File: src/rtl/alu_pkg.sv
// rtl/alu_pkg.sv - shared ALU operation codes and decode constants
package alu_pkg;

  typedef enum logic [3:0] {
    ALU_AND     = 4'h0,
    ALU_OR      = 4'h1,
    ALU_ADD     = 4'h2,
    ALU_SUB     = 4'h3,
    ALU_XOR     = 4'h4,
    ALU_SLL     = 4'h5,
    ALU_SRL     = 4'h6,
    ALU_SRA     = 4'h7,
    ALU_EQ      = 4'h8,
    ALU_ILLEGAL = 4'hF
  } alu_op_e;

  typedef enum logic [1:0] {
    ALUOP_LDST   = 2'b00,
    ALUOP_BRANCH = 2'b01,
    ALUOP_RTYPE  = 2'b10,
    ALUOP_ITYPE  = 2'b11
  } aluop_e;

  localparam logic [6:0] F7_BASE = 7'h00;
  localparam logic [6:0] F7_ALT  = 7'h20;

  function automatic logic is_shift(input alu_op_e op);
    return (op == ALU_SLL) || (op == ALU_SRL) || (op == ALU_SRA);
  endfunction

endpackage

File: src/rtl/alu_issue_skid.sv
// rtl/alu_issue_skid.sv - 2-entry skid buffer (output entry + skid entry) with registered in_ready
module alu_issue_skid #(
  parameter int WIDTH = 8
) (
  input  logic             clk,
  input  logic             reset,
  input  logic             flush,
  input  logic             in_valid,
  output logic             in_ready,
  input  logic [WIDTH-1:0] in_data,
  output logic             out_valid,
  input  logic             out_ready,
  output logic [WIDTH-1:0] out_data
);

  logic             out_valid_q, out_valid_d;
  logic [WIDTH-1:0] out_data_q, out_data_d;
  logic             skid_valid_q, skid_valid_d;
  logic [WIDTH-1:0] skid_data_q, skid_data_d;
  logic             in_ready_q, in_ready_d;
  logic             accept, drain;

  assign accept = in_valid && in_ready_q;
  assign drain  = out_valid_q && out_ready;

  always_comb begin
    out_valid_d  = out_valid_q;
    out_data_d   = out_data_q;
    skid_valid_d = skid_valid_q;
    skid_data_d  = skid_data_q;
    if (flush) begin
      out_valid_d  = 1'b0;
      skid_valid_d = 1'b0;
    end else if (drain || !out_valid_q) begin
      // Output slot frees this edge; the skid entry is older than any new op.
      if (skid_valid_q) begin
        out_data_d   = skid_data_q;
        out_valid_d  = 1'b1;
        skid_valid_d = 1'b0;
      end else if (accept) begin
        out_data_d  = in_data;
        out_valid_d = 1'b1;
      end else begin
        out_valid_d = 1'b0;
      end
    end else if (accept) begin
      skid_data_d  = in_data;
      skid_valid_d = 1'b1;
    end
    in_ready_d = !skid_valid_d;
  end

  always_ff @(posedge clk or posedge reset) begin
    if (reset) begin
      out_valid_q  <= 1'b0;
      out_data_q   <= '0;
      skid_valid_q <= 1'b0;
      skid_data_q  <= '0;
      in_ready_q   <= 1'b1;
    end else begin
      out_valid_q  <= out_valid_d;
      out_data_q   <= out_data_d;
      skid_valid_q <= skid_valid_d;
      skid_data_q  <= skid_data_d;
      in_ready_q   <= in_ready_d;
    end
  end

  assign in_ready  = in_ready_q;
  assign out_valid = out_valid_q;
  assign out_data  = out_data_q;

endmodule

File: src/rtl/alu_op_issue.sv
// rtl/alu_op_issue.sv - ALUOp/Funct decode and operand select feeding the ALU through a skid buffer
// Optional issue/illegal counters when ALU_ISSUE_STATS_EN is defined.
module alu_op_issue
  import alu_pkg::*;
#(
  parameter int DATA_WIDTH    = 32,
  parameter int OPCODE_LENGTH = 4
) (
  input  logic                     clk,
`ifdef ALU_ISSUE_STATS_EN
  output logic [31:0]              issue_count,
  output logic [31:0]              illegal_count,
`endif
  input  logic                     reset,
  input  logic                     flush,
  input  logic                     in_valid,
  output logic                     in_ready,
  input  logic [1:0]               ALUOp,
  input  logic [2:0]               Funct3,
  input  logic [6:0]               Funct7,
  input  logic                     ALUSrc,
  input  logic [DATA_WIDTH-1:0]    RD1,
  input  logic [DATA_WIDTH-1:0]    RD2,
  input  logic [DATA_WIDTH-1:0]    Imm,
  output logic                     out_valid,
  input  logic                     out_ready,
  output logic [OPCODE_LENGTH-1:0] Operation,
  output logic [DATA_WIDTH-1:0]    SrcA,
  output logic [DATA_WIDTH-1:0]    SrcB,
  output logic                     illegal
);

  localparam int SHAMT_W   = $clog2(DATA_WIDTH);
  localparam int PAYLOAD_W = OPCODE_LENGTH + 2 * DATA_WIDTH + 1;
  localparam logic [DATA_WIDTH-1:0] SHAMT_MASK =
    {{(DATA_WIDTH - SHAMT_W){1'b0}}, {SHAMT_W{1'b1}}};

  alu_op_e               op;
  logic                  is_r;
  logic [DATA_WIDTH-1:0] src_b_sel;
  logic [DATA_WIDTH-1:0] src_b;
  logic [PAYLOAD_W-1:0]  in_payload, out_payload;

  always_comb begin
    op   = ALU_ILLEGAL;
    is_r = (ALUOp == ALUOP_RTYPE);
    case (ALUOp)
      ALUOP_LDST:   op = ALU_ADD;
      ALUOP_BRANCH: if (Funct3 == 3'b000 || Funct3 == 3'b001) op = ALU_EQ;
      default: begin
        // I-type ignores Funct7 except where it selects the shift flavour.
        case (Funct3)
          3'b000: begin
            if (!is_r || Funct7 == F7_BASE) op = ALU_ADD;
            else if (Funct7 == F7_ALT)      op = ALU_SUB;
          end
          3'b111: if (!is_r || Funct7 == F7_BASE) op = ALU_AND;
          3'b110: if (!is_r || Funct7 == F7_BASE) op = ALU_OR;
          3'b100: if (!is_r || Funct7 == F7_BASE) op = ALU_XOR;
          3'b001: if (Funct7 == F7_BASE) op = ALU_SLL;
          3'b101: begin
            if (Funct7 == F7_BASE)     op = ALU_SRL;
            else if (Funct7 == F7_ALT) op = ALU_SRA;
          end
          default: op = ALU_ILLEGAL;
        endcase
      end
    endcase
  end

  assign src_b_sel = ALUSrc ? Imm : RD2;
  assign src_b     = is_shift(op) ? (src_b_sel & SHAMT_MASK) : src_b_sel;

  assign in_payload = {OPCODE_LENGTH'(op), RD1, src_b, (op == ALU_ILLEGAL)};

  alu_issue_skid #(
    .WIDTH(PAYLOAD_W)
  ) u_skid (
    .clk      (clk),
    .reset    (reset),
    .flush    (flush),
    .in_valid (in_valid),
    .in_ready (in_ready),
    .in_data  (in_payload),
    .out_valid(out_valid),
    .out_ready(out_ready),
    .out_data (out_payload)
  );

  assign {Operation, SrcA, SrcB, illegal} = out_payload;

`ifdef ALU_ISSUE_STATS_EN
  logic [31:0] issue_count_q, issue_count_d;
  logic [31:0] illegal_count_q, illegal_count_d;
  logic        drain;

  assign drain = out_valid && out_ready;

  always_comb begin
    issue_count_d   = issue_count_q;
    illegal_count_d = illegal_count_q;
    if (drain && issue_count_q != '1) issue_count_d = issue_count_q + 32'd1;
    if (drain && illegal && illegal_count_q != '1) illegal_count_d = illegal_count_q + 32'd1;
  end

  always_ff @(posedge clk or posedge reset) begin
    if (reset) begin
      issue_count_q   <= '0;
      illegal_count_q <= '0;
    end else begin
      issue_count_q   <= issue_count_d;
      illegal_count_q <= illegal_count_d;
    end
  end

  assign issue_count   = issue_count_q;
  assign illegal_count = illegal_count_q;
`endif

endmodule

File: config.mk
export PLATFORM = sky130hd
export DESIGN_NAME = alu_op_issue
export DESIGN_NICKNAME = d
export VERILOG_FILES = /design/src/rtl/alu_pkg.sv /design/src/rtl/alu_issue_skid.sv /design/src/rtl/alu_op_issue.sv
export SDC_FILE = /design/constraint.sdc
export NUM_CORES = 1
export LEC_CHECK = 0
export BUFFER_PORTS_ARGS = -buffer_cell sky130_fd_sc_hd__buf_4
export CAP_MARGIN = 40
export CORE_MARGIN = 2
export CORE_UTILIZATION = 50
export CTS_CLUSTER_SIZE = 20
export DETAILED_ROUTE_END_ITERATION = 10
export GPL_TIMING_DRIVEN = 0
export HOLD_SLACK_MARGIN = 0.15
export PLACE_DENSITY_LB_ADDON = 0.12
export SYNTH_ARGS = -nofsm -noshare
export SYNTH_HDL_FRONTEND = slang
export SYNTH_HIERARCHICAL = 1
export SYNTH_SLANG_ARGS = --single-unit
File: constraint.sdc
create_clock -name clk -period 10.9 [get_ports clk]
set_input_delay 1.09 -clock clk [delete_from_list [all_inputs] [get_ports clk]]
set_output_delay 1.09 -clock clk [all_outputs]
set_load 0.005 [all_outputs]
---- Word-level counts from Yosys, hierarchy flattened ----
Cells that the tools add are included.
word-level totals
  flip-flop bits (word level) ............. 141
  bits of input ports ..................... 114
  word-level logic and storage cells ...... 58
operators by class
  mux-type cells .......................... 22
  reduce and logical (&&, ||, !) cells .... 17
  equal/unequal tests ..................... 12
  bitwise operators ....................... 2
operators by type and width
  operator                                       number
  2-to-1 mux 69 bit                              2
  2-to-1 mux 32 bit                              2
  2-to-1 mux 4 bit                               8
  case mux 4 bit (6 select lines)                1
  == test 3 bit, second input constant           4
  == test 4 x 3 -> 1 bit, second input constant  3
  case mux 4 bit (2 select lines)                1
  == test 7 x 6 -> 1 bit, second input constant  1
  zero test 7 bit                                1
  2-to-1 mux 1 bit                               7
  AND reduction 3 bit                            2
  logical OR 1 bit                               5
  == test 4 bit, second input constant           1
  nonzero test 2 bit                             2
  == test 3 x 1 -> 1 bit, second input constant  1
  zero test 1 bit                                3
  zero test 3 bit                                1
  2-to-1 mux 3 bit                               1
  == test 2 x 1 -> 1 bit, second input constant  1
  == test 2 bit, second input constant           1
  logical AND 1 bit                              2
  zero test 2 bit                                1
  NOT 1 bit                                      2

---- Logic depth before layout (Yosys ltp) ----
  depth after elaboration ................. 12
  gate-level depth with buffers ........... 9

---- Modules after synthesis ----
The synthesis kept the hierarchy.
modules (own cells, without submodules)
  module          times used  sequential area each (sq um)  cells each  area each (sq um)
  alu_issue_skid  1           3529.6                        381         6068.3
  alu_op_issue    1           0.0                           113         893.4

---- Least setup slack after synthesis ----
No wires, ideal clock.
  path kind ............................... input-to-reg
  start ................................... in ALUOp[0]
  end ..................................... reg u_skid.out_data_q[13] (netlist: u_skid/out_data[13])
  path buffers ............................ 3
  stages .................................. 9
  setup time .............................. 125 ps
  required time ........................... 10775 ps
  arrival ................................. 2590 ps
  setup slack ............................. 8185 ps
  path through ............................ buf_2 -> nand2b_1 -> a311oi_1 -> a21o_1 -> buf_6 -> buf_6 -> a21oi_2 -> mux2_2 -> mux2_2
between the ends
  word-level cells in the longest chain between the ends .. 12
  elaborated cells between the ends (all ways) .. 19
RTL lines
  element                                     line                  RTL
  from (decl)                                 alu_op_issue.sv:18    input logic [1:0] ALUOp,
  == test 2 bit                               alu_op_issue.sv:46    is_r = (ALUOp == ALUOP_RTYPE);
  zero test 1 bit                             -
  logical OR 1 bit                            -
  2-to-1 mux 4 bit, on equally long branches  -
  case mux 4 bit (6 select lines)             alu_op_issue.sv:52    case (Funct3)
  case mux 4 bit (2 select lines) (*)         alu_op_issue.sv:47    case (ALUOp)
  == test 4 x 3 -> 1 bit                      alu_pkg.sv:28         return (op == ALU_SLL) || (op == ALU_SRL) || (op == ALU_SRA);
  logical OR 1 bit                            alu_pkg.sv:28
  logical OR 1 bit (*)                        alu_pkg.sv:28
  2-to-1 mux 32 bit (*)                       alu_op_issue.sv:72    assign src_b = is_shift(op) ? (src_b_sel & SHAMT_MASK) : src_b_sel;
  net in_payload[13]                          alu_op_issue.sv:42    logic [PAYLOAD_W-1:0] in_payload, out_payload;
  2-to-1 mux 69 bit (*)                       alu_issue_skid.sv:40  end else if (accept) begin
  2-to-1 mux 69 bit (*)                       alu_issue_skid.sv:36  if (skid_valid_q) begin
  to (signal assigned)                        alu_issue_skid.sv:62  out_data_q <= out_data_d;
  to (decl)                                   alu_issue_skid.sv:17  logic [WIDTH-1:0] out_data_q, out_data_d;
The timed path passes the listed nets; every way through them passes the cells marked *. The select of a mux whose other input is x is not followed.
A chain may end at the register's enable or synchronous reset.

---- Worst setup path in the final report ----
  start ................................... in Funct7[1]
  end ..................................... reg u_skid.out_data_q[26] (netlist: u_skid/out_data[26])
between the ends
  word-level cells in the longest chain between the ends .. 11
  elaborated cells between the ends (all ways) .. 21
RTL lines
  element                                                    line                  RTL
  from (decl)                                                alu_op_issue.sv:20    input logic [6:0] Funct7,
  == test 7 x 6 -> 1 bit or zero test 7 bit (tied branches)  -
  2-to-1 mux 4 bit (tied with other cells)                   alu_op_issue.sv:55    else if (Funct7 == F7_ALT) op = ALU_SUB;
  2-to-1 mux 4 bit, on equally long branches                 -
  case mux 4 bit (6 select lines) (*)                        alu_op_issue.sv:52
  case mux 4 bit (2 select lines) (*)                        alu_op_issue.sv:47
  == test 4 x 3 -> 1 bit                                     alu_pkg.sv:28
  logical OR 1 bit                                           alu_pkg.sv:28
  logical OR 1 bit (*)                                       alu_pkg.sv:28
  2-to-1 mux 32 bit (*)                                      alu_op_issue.sv:72
  net in_payload[26]                                         alu_op_issue.sv:42
  2-to-1 mux 69 bit (*)                                      alu_issue_skid.sv:40
  2-to-1 mux 69 bit (*)                                      alu_issue_skid.sv:36
Marked as above.

==> results.yml <==
placed_design:
  gp_congestion: 0.739
  io_buffers: 181
  dp_hpwl_um: 10800
clock_tree:
  hold_buffers: 0
  cts-buffers-inserted: 17
  post_cts_buffers: 0
  clk_pin_slew_ns: 0.06
  htreeDepth: 4
  cts-root-buf: "clkbuf_16"
  cts_tree: "built"
  post_cts_resized: 0
  clk_latency_ns: 0.40
  clkSinkCount: 141
  clk_path_buf_depth: 2
routing:
  drt-initial-drc-count: 189
  drc_errors: 0
  dr.pass1.iters: 7
  num_vias: 4706
  wl_um: 15000
  wl_per_cell_um: 16.9
  ant_nets: 0
  avgViaCountPerCell: 5.30
pwr:
  power_density_mw_per_mm2: 185
  ir_worst_vdd_v: 0.000135
  clkPwrFrac_pct: 35.0
  power_w: 0.00170
  p_seq_share_pct: 43.1
  p_sw_share_pct: 24.3
  power_frac_comb_pct: 21.9
  p_leak_nw: 4.22
  p_int_w: 0.00129
  p_sw_w: 0.000412
logic_synthesis:
  synth_nets: 608
  ys_seq_area_share_pct: 50.7
  synthesis.area_sq_mm: 0.00696
  ys_ff_latch: 141
  async_flop_share_pct: 100
  synth_most_common_cell: "mux2_2"
  synth_commonest_cells: "201 x mux2_2, 140 x dfrtp_1, 27 x mux2i_1"
  synth_area_leaders: "dfrtp_1 50%, mux2_2 33%, mux2i_1 3.9%"
  syn_inst: 494
  synth-edff-count: 0
  yosysWarningCount: 6
  synthFlopType: "dfrtp_1"
  syn_avg_cell_area_sq_um: 14.1
  yosysUniqueCellTypes: 36
  synth_area_leader_cell: "dfrtp_1"
  synth.top_cell.area_share_pct: 50.3
die:
  row_count: 43
  coreArea_sq_mm: 0.0137
  io_pins: 185
  initial_core_util_pct: 50.7
  die_w_um: 122
  dieHeight_um: 122
  die_area_sq_mm: 0.0149
grt:
  grt_first_pass_wirelength_um: 24300
  antenna_found_initial: 0
  track_usage_pct: 21.1
  grt_start_max_net_pins: 75
  grt_pass1_vias: 4993
  grt_overflow: 0
worst_hold_path:
  min_from: "u_skid/skid_data_q[50]"
  min_to: "u_skid/skid_data_q[50]"
  min_path_cells: 1
  hold_class: "reg2reg"
timing:
  tightest_slew_ns: 0.759
  rsz0062_at_grt: "false"
  tns_ns: 0
  finalMaxSlewViolations: 0
  max_freq_ghz: 0.382
  hold_viol: 0
  post-route-period-util_pct: 24.0
  holdWs_ns: 0.482
  finalSetupViolCount: 0
  slew_headroom_pct: 49.4
  clock_skew_ns: 0.00435
  min_period_ns: 2.62
critical_path:
  end_kind: "register"
  rrSetupSlack_ns: 8.75
  worstPathArrival_ns: 2.91
  path_cells: "buf_4 -> nor4_4 -> o211ai_1 -> a21oi_2 -> buf_6 -> buf_12 -> a21oi_2 -> mux2_2 -> mux2_2"
  rr_endpoint: "u_skid/out_data[6]"
  cp.depth: 9
  crit_type: "in2reg"
  crit_path_start_kind: "input pin"
  timing.rr.start: "u_skid/in_ready"
  critical-path-max-stage-delay_ns: 0.38
  slowest_stage: "nor4_4"
  r2r_cells: 5
  critPathMaxFanout: 10
  cp.required_ns: 11.19
  cp_top_family: "multiplexers"
  crit_buf_inv: 3
run:
  cap_violations: 0
cells_and_area:
  layout-drive-gt1-share_pct: 66.2
  layout.nets: 809
  regArea_sq_mm: 0.00353
  multi_input_area_sq_mm: 0.00317
  antennaDiodeCount: 0
  syn_to_final_growth_pct: 32.1
  fillers: 1052
outcome:
  status: "complete, no violations"
[worst max path at each step]
stage	startpoint	end	slack, ns
floorplan	reset	u_skid/out_data[0]	6.03
global placement	reset	u_skid/out_data[24]	4.58
detailed placement	Funct7[1]	u_skid/out_data[26]	7.87
CTS	Funct7[1]	u_skid/out_data[26]	8.29
global route	Funct7[1]	u_skid/out_data[31]	8.22
finish	Funct7[1]	u_skid/out_data[26]	8.28
[state kept, by name (all words and copies together) (netlist names)]
signal and count:
u_skid/out_valid 1, u_skid/skid_data_q 69, u_skid/in_ready 1, u_skid/skid_valid_q 1
u_skid/out_data 69
[logic make-up after synthesis]
| kind of cell | Yosys count | share of synthesized area (%) |
|---|---|---|
| and+or+nand+nor | 30 | 2.64 |
| muxes | 239 | 38.2 |
| buffers and inverters | 40 | 3.72 |
| DFF | 141 | 50.7 |
| AOI/OAI and AO/OA | 44 | 4.76 |
[power groups by stage]
stage,sequential (W),clock (W),combinational [W]
after detailed placement,0.000741,0,0.000376
after global placement,0.000730,0,0.000361
after CTS,0.000732,0.000608,0.000378
final,0.000732,0.000594,0.000371
after global routing,0.000751,0.000635,0.000404
after floorplan,0.000726,0,0.000205
[area by class of cell]
type | instances | area share, %
Inverter | 6 | 0.299
Sequential cell | 141 | 38.4
Clock buffer | 23 | 5.30
Buffer | 34 | 2.57
Tap cell | 180 | 2.45
Multi-Input combinational cell | 313 | 34.5
Clock inverter | 9 | 1.44
Timing Repair Buffer | 182 | 15.1
[cell usage in the layout, fill, tap and decap left out, types with 3 or more instances in the layout]
cell type,Yosys,routed
mux2_2,201,201
buf_4,9,190
dfrtp_1,140,140
mux2i_1,27,27
a21oi_2,21,21
clkbuf_16,0,17
buf_2,11,11
mux2_1,11,11
a21oi_1,10,10
nand2_1,9,9
clkbuf_1,7,9
buf_6,6,6
nor2b_1,5,5
nand2b_1,4,4
inv_1,5,4
clkbuf_8,0,4
nor2_1,3,3
a31oi_1,3,3
bufinv_16,0,3
[stage by stage]
| stage | util [%] | area [sq um] | std cells | setup slack, ns |
|---|---|---|---|---|
| after floorplan | - | 6960 | 494 | 6.03 |
| after global placement | 62.3 | 8550 | 855 | 4.58 |
| after detailed placement | 62.5 | 8580 | 856 | 7.87 |
| after CTS | 67.0 | 9200 | 888 | 8.29 |
| after global routing | 67.0 | 9200 | 888 | 8.22 |
| final | 67.0 | 9200 | 888 | 8.28 |
[layer usage]
layer	track usage, %	wire, um	vias up
met5	0	0	-
met4	7.33	139	0
met3	6.32	1110	15
met2	36.1	7610	147
met1	25.3	6140	2348
li1	-	-	2196
(Power assumes the default switching activity.)
